<file path="src/rtl/pwm_ramp_ctrl.sv">
// pwm_ramp_ctrl: sequencing controller for a PWM generator.
// It enables the generator, loads an initial duty, slews the duty toward a
// requested target with single-cycle inc/dec pulses every STEP_DIV clocks,
// and on stop ramps the duty down to zero before disabling the generator.
// Every output is driven straight from a register.
module pwm_ramp_ctrl #(
    parameter int unsigned WIDTH    = 3,
    parameter int unsigned STEP_DIV = 8
) (
    input  logic             clk,
    input  logic             rst,
    input  logic             start,
    input  logic             stop,
    input  logic [WIDTH-1:0] init_duty,
    input  logic             tgt_valid,
    input  logic [WIDTH-1:0] tgt_duty,
    output logic             tgt_ready,
    output logic             pwm_en,
    output logic             pwm_load,
    output logic [WIDTH-1:0] pwm_duty,
    output logic             pwm_inc,
    output logic             pwm_dec,
    output logic [WIDTH-1:0] cur_duty,
    output logic             busy
);

    // Step counter runs 0..STEP_DIV-1; a one-cycle divider still needs one bit.
    localparam int unsigned CNT_W = (STEP_DIV > 1) ? $clog2(STEP_DIV) : 1;
    localparam logic [CNT_W-1:0] CNT_LAST = CNT_W'(STEP_DIV - 1);

    typedef enum logic [2:0] {
        S_IDLE,
        S_LOAD,
        S_HOLD,
        S_RAMP,
        S_DRAIN
    } state_t;

    state_t           r_state;
    logic [CNT_W-1:0] r_cnt;
    logic [WIDTH-1:0] r_tgt;
    logic [WIDTH-1:0] r_cur;
    logic [WIDTH-1:0] r_duty;
    logic             r_en;
    logic             r_load;
    logic             r_inc;
    logic             r_dec;
    logic             r_ready;
    logic             r_busy;

    state_t           w_state_nxt;
    logic [CNT_W-1:0] w_cnt_nxt;
    logic [WIDTH-1:0] w_tgt_nxt;
    logic [WIDTH-1:0] w_cur_nxt;
    logic [WIDTH-1:0] w_duty_nxt;
    logic             w_inc_nxt;
    logic             w_dec_nxt;
    logic             w_hs;
    logic             w_wrap;
    logic [WIDTH-1:0] w_step_tgt;
    logic             w_up;
    logic             w_need;
    logic [WIDTH-1:0] w_cur_step;
    logic             w_en_nxt;
    logic             w_busy_nxt;
    logic             w_ready_nxt;

    // Handshake is qualified by the registered ready, which is only high in HOLD.
    assign w_hs       = tgt_valid & r_ready;
    assign w_wrap     = (r_cnt == CNT_LAST);
    // While draining the effective target is zero regardless of the latched one.
    assign w_step_tgt = (r_state == S_DRAIN) ? '0 : r_tgt;
    assign w_up       = (w_step_tgt > r_cur);
    assign w_need     = (w_step_tgt != r_cur);
    // Only used when w_need is true, so cur never steps past 0 or the maximum.
    assign w_cur_step = w_up ? (r_cur + WIDTH'(1)) : (r_cur - WIDTH'(1));

    // Next-state, datapath and pulse decisions.
    always_comb begin
        w_state_nxt = r_state;
        w_cnt_nxt   = '0;
        w_tgt_nxt   = r_tgt;
        w_cur_nxt   = r_cur;
        w_duty_nxt  = r_duty;
        w_inc_nxt   = 1'b0;
        w_dec_nxt   = 1'b0;

        case (r_state)
            S_IDLE: begin
                // stop has priority over start
                if (start && !stop) begin
                    w_state_nxt = S_LOAD;
                end
            end

            S_LOAD: begin
                w_duty_nxt  = init_duty;
                w_cur_nxt   = init_duty;
                w_state_nxt = stop ? S_DRAIN : S_HOLD;
            end

            S_HOLD: begin
                // stop wins over a same-cycle handshake; that target is dropped
                if (stop) begin
                    w_state_nxt = S_DRAIN;
                end else if (w_hs) begin
                    w_tgt_nxt = tgt_duty;
                    if (tgt_duty != r_cur) begin
                        w_state_nxt = S_RAMP;
                    end
                end
            end

            S_RAMP, S_DRAIN: begin
                if (r_state == S_DRAIN) begin
                    w_tgt_nxt = '0;
                end
                if ((r_state == S_DRAIN) && (r_cur == '0)) begin
                    w_state_nxt = S_IDLE;
                end else begin
                    // Counter keeps running across RAMP->DRAIN so step spacing holds.
                    w_cnt_nxt = w_wrap ? '0 : (r_cnt + CNT_W'(1));
                    if (w_wrap && w_need) begin
                        w_cur_nxt = w_cur_step;
                        if (w_up) begin
                            w_inc_nxt = 1'b1;
                        end else begin
                            w_dec_nxt = 1'b1;
                        end
                        if ((r_state == S_RAMP) && (w_cur_step == r_tgt)) begin
                            w_state_nxt = S_HOLD;
                        end
                    end
                    if ((r_state == S_RAMP) && stop) begin
                        w_state_nxt = S_DRAIN;
                    end
                end
            end

            default: begin
                w_state_nxt = S_IDLE;
            end
        endcase
    end

    // Status outputs derived from the upcoming state so they line up with it.
    always_comb begin
        w_en_nxt    = (w_state_nxt == S_HOLD) || (w_state_nxt == S_RAMP) ||
                      (w_state_nxt == S_DRAIN);
        w_busy_nxt  = (w_state_nxt == S_LOAD) || (w_state_nxt == S_RAMP) ||
                      (w_state_nxt == S_DRAIN);
        // Ready rises one cycle after HOLD is entered and drops as HOLD is left.
        w_ready_nxt = (r_state == S_HOLD) && (w_state_nxt == S_HOLD);
    end

    // State, counter and latched target.
    always_ff @(posedge clk) begin
        if (!rst) begin
            r_state <= S_IDLE;
            r_cnt   <= '0;
            r_tgt   <= '0;
        end else begin
            r_state <= w_state_nxt;
            r_cnt   <= w_cnt_nxt;
            r_tgt   <= w_tgt_nxt;
        end
    end

    // Registered generator controls and status outputs.
    always_ff @(posedge clk) begin
        if (!rst) begin
            r_cur   <= '0;
            r_duty  <= '0;
            r_en    <= 1'b0;
            r_load  <= 1'b0;
            r_inc   <= 1'b0;
            r_dec   <= 1'b0;
            r_ready <= 1'b0;
            r_busy  <= 1'b0;
        end else begin
            r_cur   <= w_cur_nxt;
            r_duty  <= w_duty_nxt;
            r_en    <= w_en_nxt;
            r_load  <= (r_state == S_LOAD);
            r_inc   <= w_inc_nxt;
            r_dec   <= w_dec_nxt;
            r_ready <= w_ready_nxt;
            r_busy  <= w_busy_nxt;
        end
    end

    assign tgt_ready = r_ready;
    assign pwm_en    = r_en;
    assign pwm_load  = r_load;
    assign pwm_duty  = r_duty;
    assign pwm_inc   = r_inc;
    assign pwm_dec   = r_dec;
    assign cur_duty  = r_cur;
    assign busy      = r_busy;

endmodule

</file>
<file path="config.mk">
export PLATFORM = sky130hd
export DESIGN_NAME = pwm_ramp_ctrl
export DESIGN_NICKNAME = d
export VERILOG_FILES = /design/src/rtl/pwm_ramp_ctrl.sv
export SDC_FILE = /design/constraint.sdc
export NUM_CORES = 1
export LEC_CHECK = 0
export CORE_MARGIN = 1.5
export CORE_UTILIZATION = 53
export DETAILED_ROUTE_END_ITERATION = 12
export PLACE_DENSITY = 0.82
export SLEW_MARGIN = 25
export SYNTH_ARGS = -nofsm -noshare
export SYNTH_HDL_FRONTEND = slang
export SYNTH_SLANG_ARGS = --single-unit
</file>
<file path="constraint.sdc">
create_clock -name clk -period 7.6 [get_ports clk]
set_clock_uncertainty 0.15 [all_clocks]
set_input_delay 1.52 -clock clk [delete_from_list [all_inputs] [get_ports clk]]
set_output_delay 1.52 -clock clk [all_outputs]
set_load 0.02 [all_outputs]
</file>
# After elaboration in Yosys (flattened, before gate mapping)
# Cells that the tools add are included.
# Widths: inputs -> output; s select.
[word_totals]
reg_bits = 21
output_inout_bits = 12
wordCells = 75
[classes]
addsub = 3
order_cmp = 1
eq_ne = 16
n_mux = 20
n_bitwise = 4
n_reduce_logical = 20
[op_table]
columns = ["cell", "n"]
rows = [
  ["$mux 3", 15],
  ["$eq 3x2->1 const B", 4],
  ["$pmux 3 s2", 2],
  ["$pmux 3 s4", 1],
  ["$eq 3x3->1 const B", 3],
  ["$ne 2x2->1 const B", 4],
  ["$reduce_or 4->1", 2],
  ["$add 3x1->3 const B", 2],
  ["$eq 3x1->1 const B", 2],
  ["$logic_and 1x1->1", 6],
  ["$logic_not 3->1", 2],
  ["$ne 3x3->1", 2],
  ["$reduce_and 3->1", 2],
  ["$logic_or 1x1->1", 4],
  ["$reduce_bool 2->1", 2],
  ["$eq 3x3->1", 1],
  ["$gt 3x3->1", 1],
  ["$not 1->1", 3],
  ["$sub 3x1->3 const B", 1],
  ["$mux 1", 2],
  ["$reduce_or 2->1", 1],
  ["$and 1x1->1", 1],
  ["$logic_not 1->1", 1],
]

# Depth between registers and ports, before layout
# Gate-level depths: netlist (run 1).
[depth]
depth_word = 14
ltp_mapped = 11
depth_no_buf = 10

# Worst setup path after synthesis (run 1)
# No wires, ideal clock.
[synth_timing]
kind = "flip-flop to flip-flop"
from = "register r_state[2]"
to = "register r_busy, in the netlist busy"
t_arrival_ns = 2.881
required_time_ns = 7.330
slack_ns = 4.449
path_stages_with_launch = 12
synth_period_minus_slack_ns = 3.151
path_cell_list = "dfxtp_1 buf_4 or3b_4 and2_1 ha_1 a21oi_1 a21boi_4 fa_1 xnor2_1 xnor3_1 o2111a_1 or2_1"
[synth_via]
elab_chain_len = 14
[synth_lines]
columns = ["item", "line_no", "source"]
rows = [
  ["start: declaration", "39", "state_t r_state;"],
  ["start signal: assignment", "163", "r_state <= w_state_nxt;"],
  ["$eq 3x3->1", "72, 88, 118", ""],
  ["$mux 3", "72", "assign w_step_tgt = (r_state == S_DRAIN) ? '0 : r_tgt;"],
  ["$gt 3x3->1", "73", "assign w_up = (w_step_tgt > r_cur);"],
  ["$mux 3", "76", "assign w_cur_step = w_up ? (r_cur + WIDTH'(1)) : (r_cur - WIDTH'(1));"],
  ["$eq 3x3->1", "130", "if ((r_state == S_RAMP) && (w_cur_step == r_tgt)) begin"],
  ["$logic_and 1x1->1", "130", ""],
  ["$mux 3", "130", ""],
  ["$mux 3", "123", "if (w_wrap && w_need) begin"],
  ["$mux 3", "134", "if ((r_state == S_RAMP) && stop) begin"],
  ["$mux 3", "118", "if ((r_state == S_DRAIN) && (r_cur == '0)) begin"],
  ["$pmux 3 s4 (*)", "88", "case (r_state)"],
  ["$eq 3x1->1 or $eq 3x2->1 (tied branches)", "150", "w_busy_nxt = (w_state_nxt == S_LOAD) || (w_state_nxt == S_RAMP) ||"],
  ["$logic_or 1x1->1", "150", ""],
  ["$logic_or 1x1->1 (*)", "150", ""],
  ["end signal: assignment", "188", "r_busy <= w_busy_nxt;"],
  ["end: declaration", "49", "logic r_busy;"],
]
# Every way passes the cells marked *; elsewhere a longest branch is shown, timed or not.
# A chain may end at the register's enable or synchronous reset.

# Worst setup path after layout (run 1)
# Ends and elaborated chain as after synthesis.

==> results.md, run 1 <==
- The critical path goes through or3b_4 > and2_1 > ha_1 > a21oi_1 > a21boi_4 > fa_1 > xnor2_1 > xnor3_1 > o2111a_1 > or2_1.
- Timing analysis after detailed placement gives a worst setup slack of 4.173 ns.
- The share of total power in the clock network is 26.6%.
- In this run the horizontal extent of the chip is 49.10 um.
- After detailed routing, the average wire length per cell comes to 14.24 um.
- The wire-length estimate of the detail-placed layout is 1.888 mm.
- The tightest min-delay check is of the flip-flop to flip-flop type.
- The longest individual stage delay on the worst path is 0.49 ns.
- The clock sink total is 21.
- The slowest stage of the critical path belongs to the cell sky130_fd_sc_hd__dfxtp_1.
- The peak fanout along the critical path is 10.
- The portion of synthesized area spent on multiplexers is 2.667%.
- Measured in cells, the most critical reg-to-reg path has a length of 10.
- After clock tree synthesis, the clock-pin slew on the worst setup and hold paths is 0.11 ns.
- The required arrival time at the worst endpoint is 7.65 ns.
- The first TritonRoute pass finished after 4 iterations.
- The total count of max-transition violations in the final report is 0.
- Input and output buffers added on the ports amount to 22.
- The final weighted congestion in routability-driven placement is 0.8610.
- Once detail routing completed, the nets flagged for antenna violations numbered 0.
- Across the run, the number of max-cap violations was 0.
- The mean post-synth cell area is 9.306 um^2.
- Global routing consumed, on the met1 layer, 30.60% of the routing resources.
- The initial antenna violation count is 0.
- The timing-limited maximum frequency is 287.4 MHz.
- The total detailed-routing wirelength is 2.435 mm.
- The floorplan has 16 rows.
- The post-layout instance area is 1390 um^2.
- The met2 demand-to-capacity share in global routing is 36.26%.
- At the worst endpoint, the arrival time is 3.53 ns.
- Yosys mapped a number of flops with a built-in enable equal to 0.
- The final routed DRC violation total is 0.
- The number of setup buffers added after CTS is 0.
- In this run the cell area measured after placement is 1364 um^2.
- The total via count after detailed routing is 927.
- The area growth from synthesis to layout is 23.44%.
- VDD sags by at most 0.1151 mV.
- During synthesis, Yosys emitted a total of 0 warnings.
- The maximum level of the CTS H-tree is 1.
- The routed via count divided by cell count is 5.421.
- The smallest clock period supported by the final layout is computed as 3.480 ns.
- The worst register-to-register path ends at busy.
- Post-CTS repair changed the size of 0 cells.
- The area fraction in and, or, nand and nor cells after synthesis is 22.11%.
- The number of nets in the synthesized netlist is 138.
- The area of the die is 2410 um^2.
- For this run, the post-layout net count is 162.
- The category of the worst setup path capture point is a flip-flop.
- The number of buffers created by CTS is 3.
- The via count of the first global-routing pass came to 900.
- The worst-case clock buffer depth is 2.
- The startpoint of the worst register-to-register path is r_state[2].
- Net switching is 25.44% of the power.
- The parity-gate share of the synthesized area counting xor and xnor cells is 7.444%.
- In the global route stage, overall resource usage came out at 22.08%.
- The fraction of met3 tracks used by global routing is 3.681%.
- The most used flip-flop cell after synthesis is sky130_fd_sc_hd__dfxtp_1.
- Along the worst hold path, the cell count comes to 1.
- The setup check on the worst reg-to-reg path leaves a slack of 4.12 ns.
- The netlist uses 41 different library cells.
- TritonCTS built the clock tree.
- Summing every instance area after synthesis gives 1126 um^2.
- Summing the sequential cell areas from Yosys gives 37.33% of the chip area.
- The wire length of the first global-routing pass is 4.153 mm.
- Once placement completed, the tool counted placed cells totaling 167.
- Dividing the final minimum period by the clock period gives 45.79%.
- In this run the vertical extent of the chip is 49.10 um.
- For hold timing, the worst endpoint is r_cnt[0].
- The root buffer cell is sky130_fd_sc_hd__clkbuf_4.
- The maximum number of pins on one net before global-route repair is 17.
- In this run, synthesis produced a sequential element count of 21.
- The global routing's busiest layer is met2.
- The core region area is 1982 um^2.
- The count of antenna diodes in the layout is 0.
- At the pin with the least slew margin, the transition time is 0.4925 ns.
- The tightest hold path in the finished design has a slack of 0.2922 ns.
- The share of layout cells above drive strength 1 is 5.556%.
- The final sum of negative setup slack is 0 ns.
- After technology mapping, the gate count stands at 121.
- The first routing iteration left 16 violations.
- The share of power burned in registers is 57.4%.
- The flow ran to the end, and the final reports show no timing, DRC or antenna violations.
- The later pin in the worst-skew pair is clocked with a latency of 0.30 ns.
- Summed over all nets, the switching power comes to 51.00 uW.
- The total congestion overflow after global routing is 0.
- Hold repair after CTS inserted 0 buffers.
- The leakage dissipation is 0.0005572 uW.
- Setup repair after global routing left no endpoint under its margin.
- The startpoint identified for the worst hold timing path is r_cnt[0].
- The synthesized netlist devotes 19.67% of its cell area to compound gates.
- The internal portion of the total power is 149.5 uW.
- The number of ports placed on the die boundary is 23.
- The number of hold violations in the final report was 0.
- The final instance count without filler cells is 171.
- The normalized max-slew margin is 67.07%.
- The combinational share of power is 15.9%.
- The critical path launch point type is a flip-flop.
- The worst-case setup margin in the final layout is 4.120 ns.
- The setup path with the least slack is of type flip-flop to flip-flop.
- After synthesis, the largest family of logic cells by area is simple AND/OR/NAND/NOR gates.
- The synthesized netlist devotes 7.333% of its cell area to adder and majority cells.
- The number of endpoints failing setup at the final stage is 0.
- The critical path startpoint is r_state[2].
- For this design the ratio of total power to cell area is 144.2 nW/um^2.
- After synthesis, the share of flip-flops with an asynchronous set or reset is 0%.
- For this configuration, the core starts out at a cell density of 56.82%.
-- cell families after synthesis --
logic type,Yosys count
AO/OA/AOI/OAI,29
XOR/XNOR,8
adder cells (fa/ha/maj),6
buffers and inverters,9
flip-flops,21
multiplexers,3
AND/OR/NAND/NOR,45
-- layer usage --
layer / up-vias / part of all wire, %
met5: - / 0
met4: 0 / 0.86
met3: 4 / 2.7
met2: 15 / 48
met1: 444 / 49
li1: 464 / -
-- cells in the final DEF, fill, tap and decap left out, types with 2 or more instances in the layout --
cell and n:
sky130_fd_sc_hd__clkdlybuf4s50_1 22, sky130_fd_sc_hd__dfxtp_1 21, sky130_fd_sc_hd__nand2_1 10, sky130_fd_sc_hd__nor2_1 8, sky130_fd_sc_hd__o21ai_0 8, sky130_fd_sc_hd__and2_1 7
sky130_fd_sc_hd__a21boi_0 7, sky130_fd_sc_hd__inv_1 6, sky130_fd_sc_hd__xor2_1 6, sky130_fd_sc_hd__a21oi_1 5, sky130_fd_sc_hd__nand2b_1 5, sky130_fd_sc_hd__ha_1 5
sky130_fd_sc_hd__mux2i_1 3, sky130_fd_sc_hd__clkbuf_4 3, sky130_fd_sc_hd__nand3_1 2
-- layout make-up --
type / instances / area, um^2
sequential: 21 / 420.4
multi-input combinational: 91 / 666.9
inverter: 6 / 22.52
tap: 27 / 33.78
clock buffer: 4 / 26.28
fill: 160 / 591.8
timing repair buffer: 22 / 220.2
-- stage by stage --
step | util (%) | total power (uW)
4_1_cts | 70.14 | 200.3
6_report | 70.14 | 200.5
2_1_floorplan | - | 135.8
3_5_place_dp | 68.81 | 149.1
3_3_place_gp | 68.81 | 148.5
5_1_grt | 70.14 | 209.4
-- worst max path at each step --
stage,to,slack [ns],cells past startpoint
after floorplan,busy,4.45,11
after global routing,busy,3.97,10
final,busy,4.12,10
after global placement,busy,4.29,10
after CTS,busy,4.14,10
after detailed placement,busy,4.17,10
-- worst max-delay path: cells and delay by family (launching register included) --
family / cells / cell delay, ns
AND/OR/NAND/NOR: 3 / 0.87
adder cells (fa/ha/maj): 2 / 0.70
AO/OA/AOI/OAI: 3 / 0.65
XOR/XNOR: 2 / 0.51
flip-flops: 1 / 0.49
-- cell usage after synthesis, types with 2 or more instances --
master	count	area (um^2)
sky130_fd_sc_hd__a21oi_1	5	25.02
sky130_fd_sc_hd__nand3_1	2	10.01
sky130_fd_sc_hd__xor2_1	6	52.55
sky130_fd_sc_hd__nor2_1	8	30.03
sky130_fd_sc_hd__and2_1	7	43.79
sky130_fd_sc_hd__nand2_1	10	37.54
sky130_fd_sc_hd__a21boi_0	7	52.55
sky130_fd_sc_hd__inv_1	6	22.52
sky130_fd_sc_hd__mux2i_1	3	30.03
sky130_fd_sc_hd__dfxtp_1	21	420.4
sky130_fd_sc_hd__ha_1	5	62.56
sky130_fd_sc_hd__nand2b_1	5	31.28
sky130_fd_sc_hd__o21ai_0	8	40.04
-- power groups by stage --
stage                     registers, uW  clock network (uW)  logic [uW]
after detailed placement            117                   0        31.7
after floorplan                     119                   0        16.9
after global routing                116                59.1        34.8
final                               115                53.4        31.9
after CTS                           115                53.3        32.0
after global placement              118                   0        31.0
-- flip-flops by register name, summed over array words and instances (netlist names) --
signal	flops
busy	1
pwm_en	1
cur_duty	3
pwm_duty	3
pwm_load	1
r_cnt	3
pwm_inc	1
tgt_ready	1
r_tgt	3
pwm_dec	1
r_state	3
(Power assumes the default switching activity.)
==> inputs of run 2 (changes only) <==
- CORE_UTILIZATION: 53 -> 45
- PLACE_DENSITY: 0.82 -> 0.74
- clock period: 7.6 -> 3 ns (I/O delays scaled with it)
==> run 2 against run 1 <==
- worst hold slack improved by 0.041 ns
- highest routed layer unchanged
- sequential share of layout area fell by 2.0 points
- maximum frequency rose by 17%
- largest cell class unchanged
- worst setup slack got worse by 4.1 ns
- critical path depth rose by 1
- flip-flop and latch count did not move
- combinational power rose to 2.9 times the previous value
- design area rose by 7.7%
- global-route usage fell by 1.1 points
- first-iteration DRC count rose by 56%
==> results.md, run 2 (synthesis results as in run 1) <==
- The number of hold violations in the final report is 0 (unchanged).
- The number of cells on the worst reg-to-reg path came to 11 (+1).
- The longest individual stage delay on the worst path is 0.48 ns (about the same).
- The worst hold-check slack was 0.3337 ns (+0.04147 ns).
- The arrival time at the worst endpoint is 3.02 ns (-0.51 ns).
- The total via count after detailed routing is 949 (+2.4%).
- The sum of net half-perimeters after detailed placement is 2.104 mm (+11%).
- The run finished with clean final reports.
- The post-detailed-route count of antenna-violating nets was 0 (unchanged).
- The wire length on met3 was 92 um (+42%).
- The number of placement rows is 17 (+1).
- The area of the die is 2812 um^2 (+17%).
- The total of buffers placed on input and output ports is 22 (unchanged).
- The final routed DRC violation total was 0 (unchanged).
- The y dimension of the die was 53.03 um (+8.0%).
- The share of layout cells above drive strength 1 came to 16.67% (+11 points).
- The critical path launch point type is a flip-flop.
- The number of buffers created by CTS is 3 (unchanged).
- The wire length of the first global-routing pass is 4.305 mm (+3.7%).
- The peak fanout along the critical path is 3 (-7).
- The total congestion overflow after global routing is 0 (unchanged).
- The startpoint of the worst register-to-register path is r_state[1].
- The maximum level of the CTS H-tree came to 1 (unchanged).
- The share of total power in the clock network was 26.3% (-0.3 points).
- The timing-limited maximum frequency is 336.0 MHz (+17%).
- The via count of the first global-routing pass is 922 (+2.4%).
- The switching component of the power is 135.9 uW (+170%).
- The combinational share of power is 18.1% (+2.2 points).
- The minimum period implied by the final worst setup slack came to 2.976 ns (-0.5039 ns).
- The total count of max-transition violations in the final report is 0 (unchanged).
- The die width came to 53.03 um (+8.0%).
- The clock-pin slew reported for the worst setup and hold paths after clock tree synthesis came to 0.12 ns (about the same).
- The leakage dissipation was 0.0006138 uW (+10%).
- The number of iterations in the first detailed-routing pass is 4 (unchanged).
- In this run the critical register-to-register path is captured at busy.
- The count of antenna diodes in the layout is 0 (unchanged).
- The initial standard-cell utilization of the core is 49.02% (-7.8 points).
- Setup repair after global routing could not meet its margin everywhere.
- The total detailed-routing wirelength is 2.679 mm (+10%).
- The final weighted congestion in routability-driven placement came to 0.8219 (-4.5%).
- The cts-stage hold buffer count is 0 (unchanged).
- The category of the worst setup path capture point is a flip-flop.
- Traced cell by cell, the critical path runs through or3b_4 > buf_4 > nand2_1 > ha_1 > nand3_2 > a21boi_4 > fa_2 > xor2_1 > nand4_1 > o2111a_1 > or2_1.
- The clock sink total is 21 (unchanged).
- The worst-case clock buffer depth is 2 (unchanged).
- The CTS tree is done.
- The share of the clock period used by the worst path is 99.20% (+53 points).
- The maximum number of pins on one net before global-route repair is 17 (unchanged).
- The slew at the pin closest to its max-slew limit is 0.5815 ns (+0.08903 ns).
- The violation count after the first detailed-route iteration was 25 (+9).
- The number of nets at the end of the flow is 168 (+3.7%).
- The worst voltage drop across the vdd grid is 0.2280 mV (+98%).
- The number of setup buffers added after CTS is 0 (unchanged).
- The required arrival time at the worst endpoint was 3.05 ns (-4.60 ns).
- The worst setup path is of the flip-flop to flip-flop kind.
- The routed via count divided by cell count is 5.331 (-1.7%).
- The insertion delay to the later sink of the worst-skew pair is 0.30 ns (about the same).
- The slowest stage of the critical path is the sky130_fd_sc_hd__fa_2 cell.
- The number of endpoints failing setup at the final stage was 0 (unchanged).
- The setup slack of the worst register-to-register path is 0.02 ns (-4.10 ns).
- The global router's overall resource usage is 20.94% (-1.1 points).
- The core region area is 2297 um^2 (+16%).
- In this run the worst setup path begins at r_state[1].
- The internal power summed over all cells was 383.3 uW (+160%).
- The tree is rooted in a sky130_fd_sc_hd__clkbuf_4.
- The initial antenna violation count is 0 (unchanged).
- The net switching fraction of the power is 26.18% (+0.74 points).
- The most frequent standard cell in the layout excluding fill and tap cells is sky130_fd_sc_hd__clkdlybuf4s50_1.
- The detailed router used layers up to and including met4.
- The share of power burned in registers came to 55.6% (-1.8 points).
- The sum of internal, switching and leakage power is 519.3 uW (+160%).
- The path type of the worst min-delay path is flip-flop to flip-flop.
- The number of ports placed on the die boundary came to 23 (unchanged).
- The detailed route wirelength on metal2 is 1.316 mm (+14%).
- The mean routed wirelength per cell was 15.05 um (+5.7%).
- The routed metal-1 wirelength came to 1.257 mm (+5.6%).
- The number of max-capacitance violations reported was 0 (unchanged).
- The normalized max-slew margin was 60.74% (-6.3 points).
- Leaving out fill and tap cells, the most frequent cells in the layout are sky130_fd_sc_hd__clkdlybuf4s50_1, sky130_fd_sc_hd__dfxtp_1, sky130_fd_sc_hd__nand2_1, sky130_fd_sc_hd__nor2_1, sky130_fd_sc_hd__o21ai_0.
- The number of fill cells in the layout came to 213 (+33%).
- The area growth from synthesis to layout is 32.89%.
- The power per standard cell area is 347.0 nW/um^2 (+140%).
- The critical path endpoint is busy.
- The final sum of negative setup slack is 0 ns (unchanged).
run 2: cell types whose count changed in the layout (fill, tap and decap cells not counted), moves of 2 or more:
cell | previous run | this run
sky130_fd_sc_hd__ha_4 | 0 | 2
sky130_fd_sc_hd__ha_1 | 5 | 3
sky130_fd_sc_hd__buf_4 | 0 | 6
sky130_fd_sc_hd__and2_4 | 0 | 2
sky130_fd_sc_hd__and2_1 | 7 | 5
sky130_fd_sc_hd__dfxtp_1 | 21 | 19
sky130_fd_sc_hd__dfxtp_2 | 0 | 2
run 2: power by group through the flow:
| stage | logic (uW) | clock network (uW) | registers [uW] |
|---|---|---|---|
| global route | 102 | 152 | 290 |
| detailed placement | 93.7 | 0 | 295 |
| global placement | 90.8 | 0 | 295 |
| floorplan | 46.8 | 0 | 301 |
| finish | 94.1 | 136 | 289 |
| CTS | 94.1 | 139 | 289 |
run 2: how the worst min path moves through the flow:
stage,to,slack [ns],start,cells after the start
after detailed placement,r_cnt[0],0.28,r_cnt[0],1
after floorplan,r_cnt[0],0.26,r_cnt[0],1
after global routing,r_cnt[0],0.34,r_cnt[0],1
after CTS,r_cnt[0],0.30,r_cnt[0],1
final,r_cnt[0],0.33,r_cnt[0],1
after global placement,r_cnt[0],0.27,r_cnt[0],1
run 2: through the flow:
step | std cells | util (%) | cell area [um^2] | setup WS (ns)
6_report | 178 | 65.14 | 1496 | 0.02407
5_1_grt | 178 | 65.14 | 1496 | -0.1001
4_1_cts | 178 | 65.09 | 1495 | 0.03006
3_5_place_dp | 174 | 63.89 | 1468 | -0.01088
3_3_place_gp | 174 | 63.89 | 1468 | 0.1068
2_1_floorplan | 121 | - | 1187 | -0.005531
run 2: critical path: cells and delay by family, from the launching register on:
family | cells | cell delay (ns)
AND/OR/NAND/NOR | 5 | 0.89
adder cells (fa/ha/maj) | 2 | 0.71
AO/OA/AOI/OAI | 2 | 0.47
flip-flops | 1 | 0.34
buffers and inverters | 1 | 0.17
XOR/XNOR | 1 | 0.15
run 2: metal layers:
metal | up-vias | track usage, %
met5 | - | 0
met4 | 0 | 5.128
met3 | 2 | 3.390
met2 | 27 | 35.21
met1 | 445 | 27.85
li1 | 475 | -
run 2: layout make-up:
type                            instances  area, um^2  area share (%)
Clock buffer                            3       22.52           1.505
Multi-Input combinational cell         91       723.2           48.33
Inverter                                6       22.52           1.505
Sequential cell                        21       422.9           28.26
Timing Repair Buffer                   28       265.3           17.73
Clock inverter                          1       5.005          0.3344
Tap cell                               28       35.03           2.341
run 2: timing repair:
item / 4_1_cts / 5_1_grt
pin swaps: 2 / 0
setup endpoints to repair: 1 / 1
endpoints found under the hold margin: 0 / 0
gates resized for setup: 0 / 1
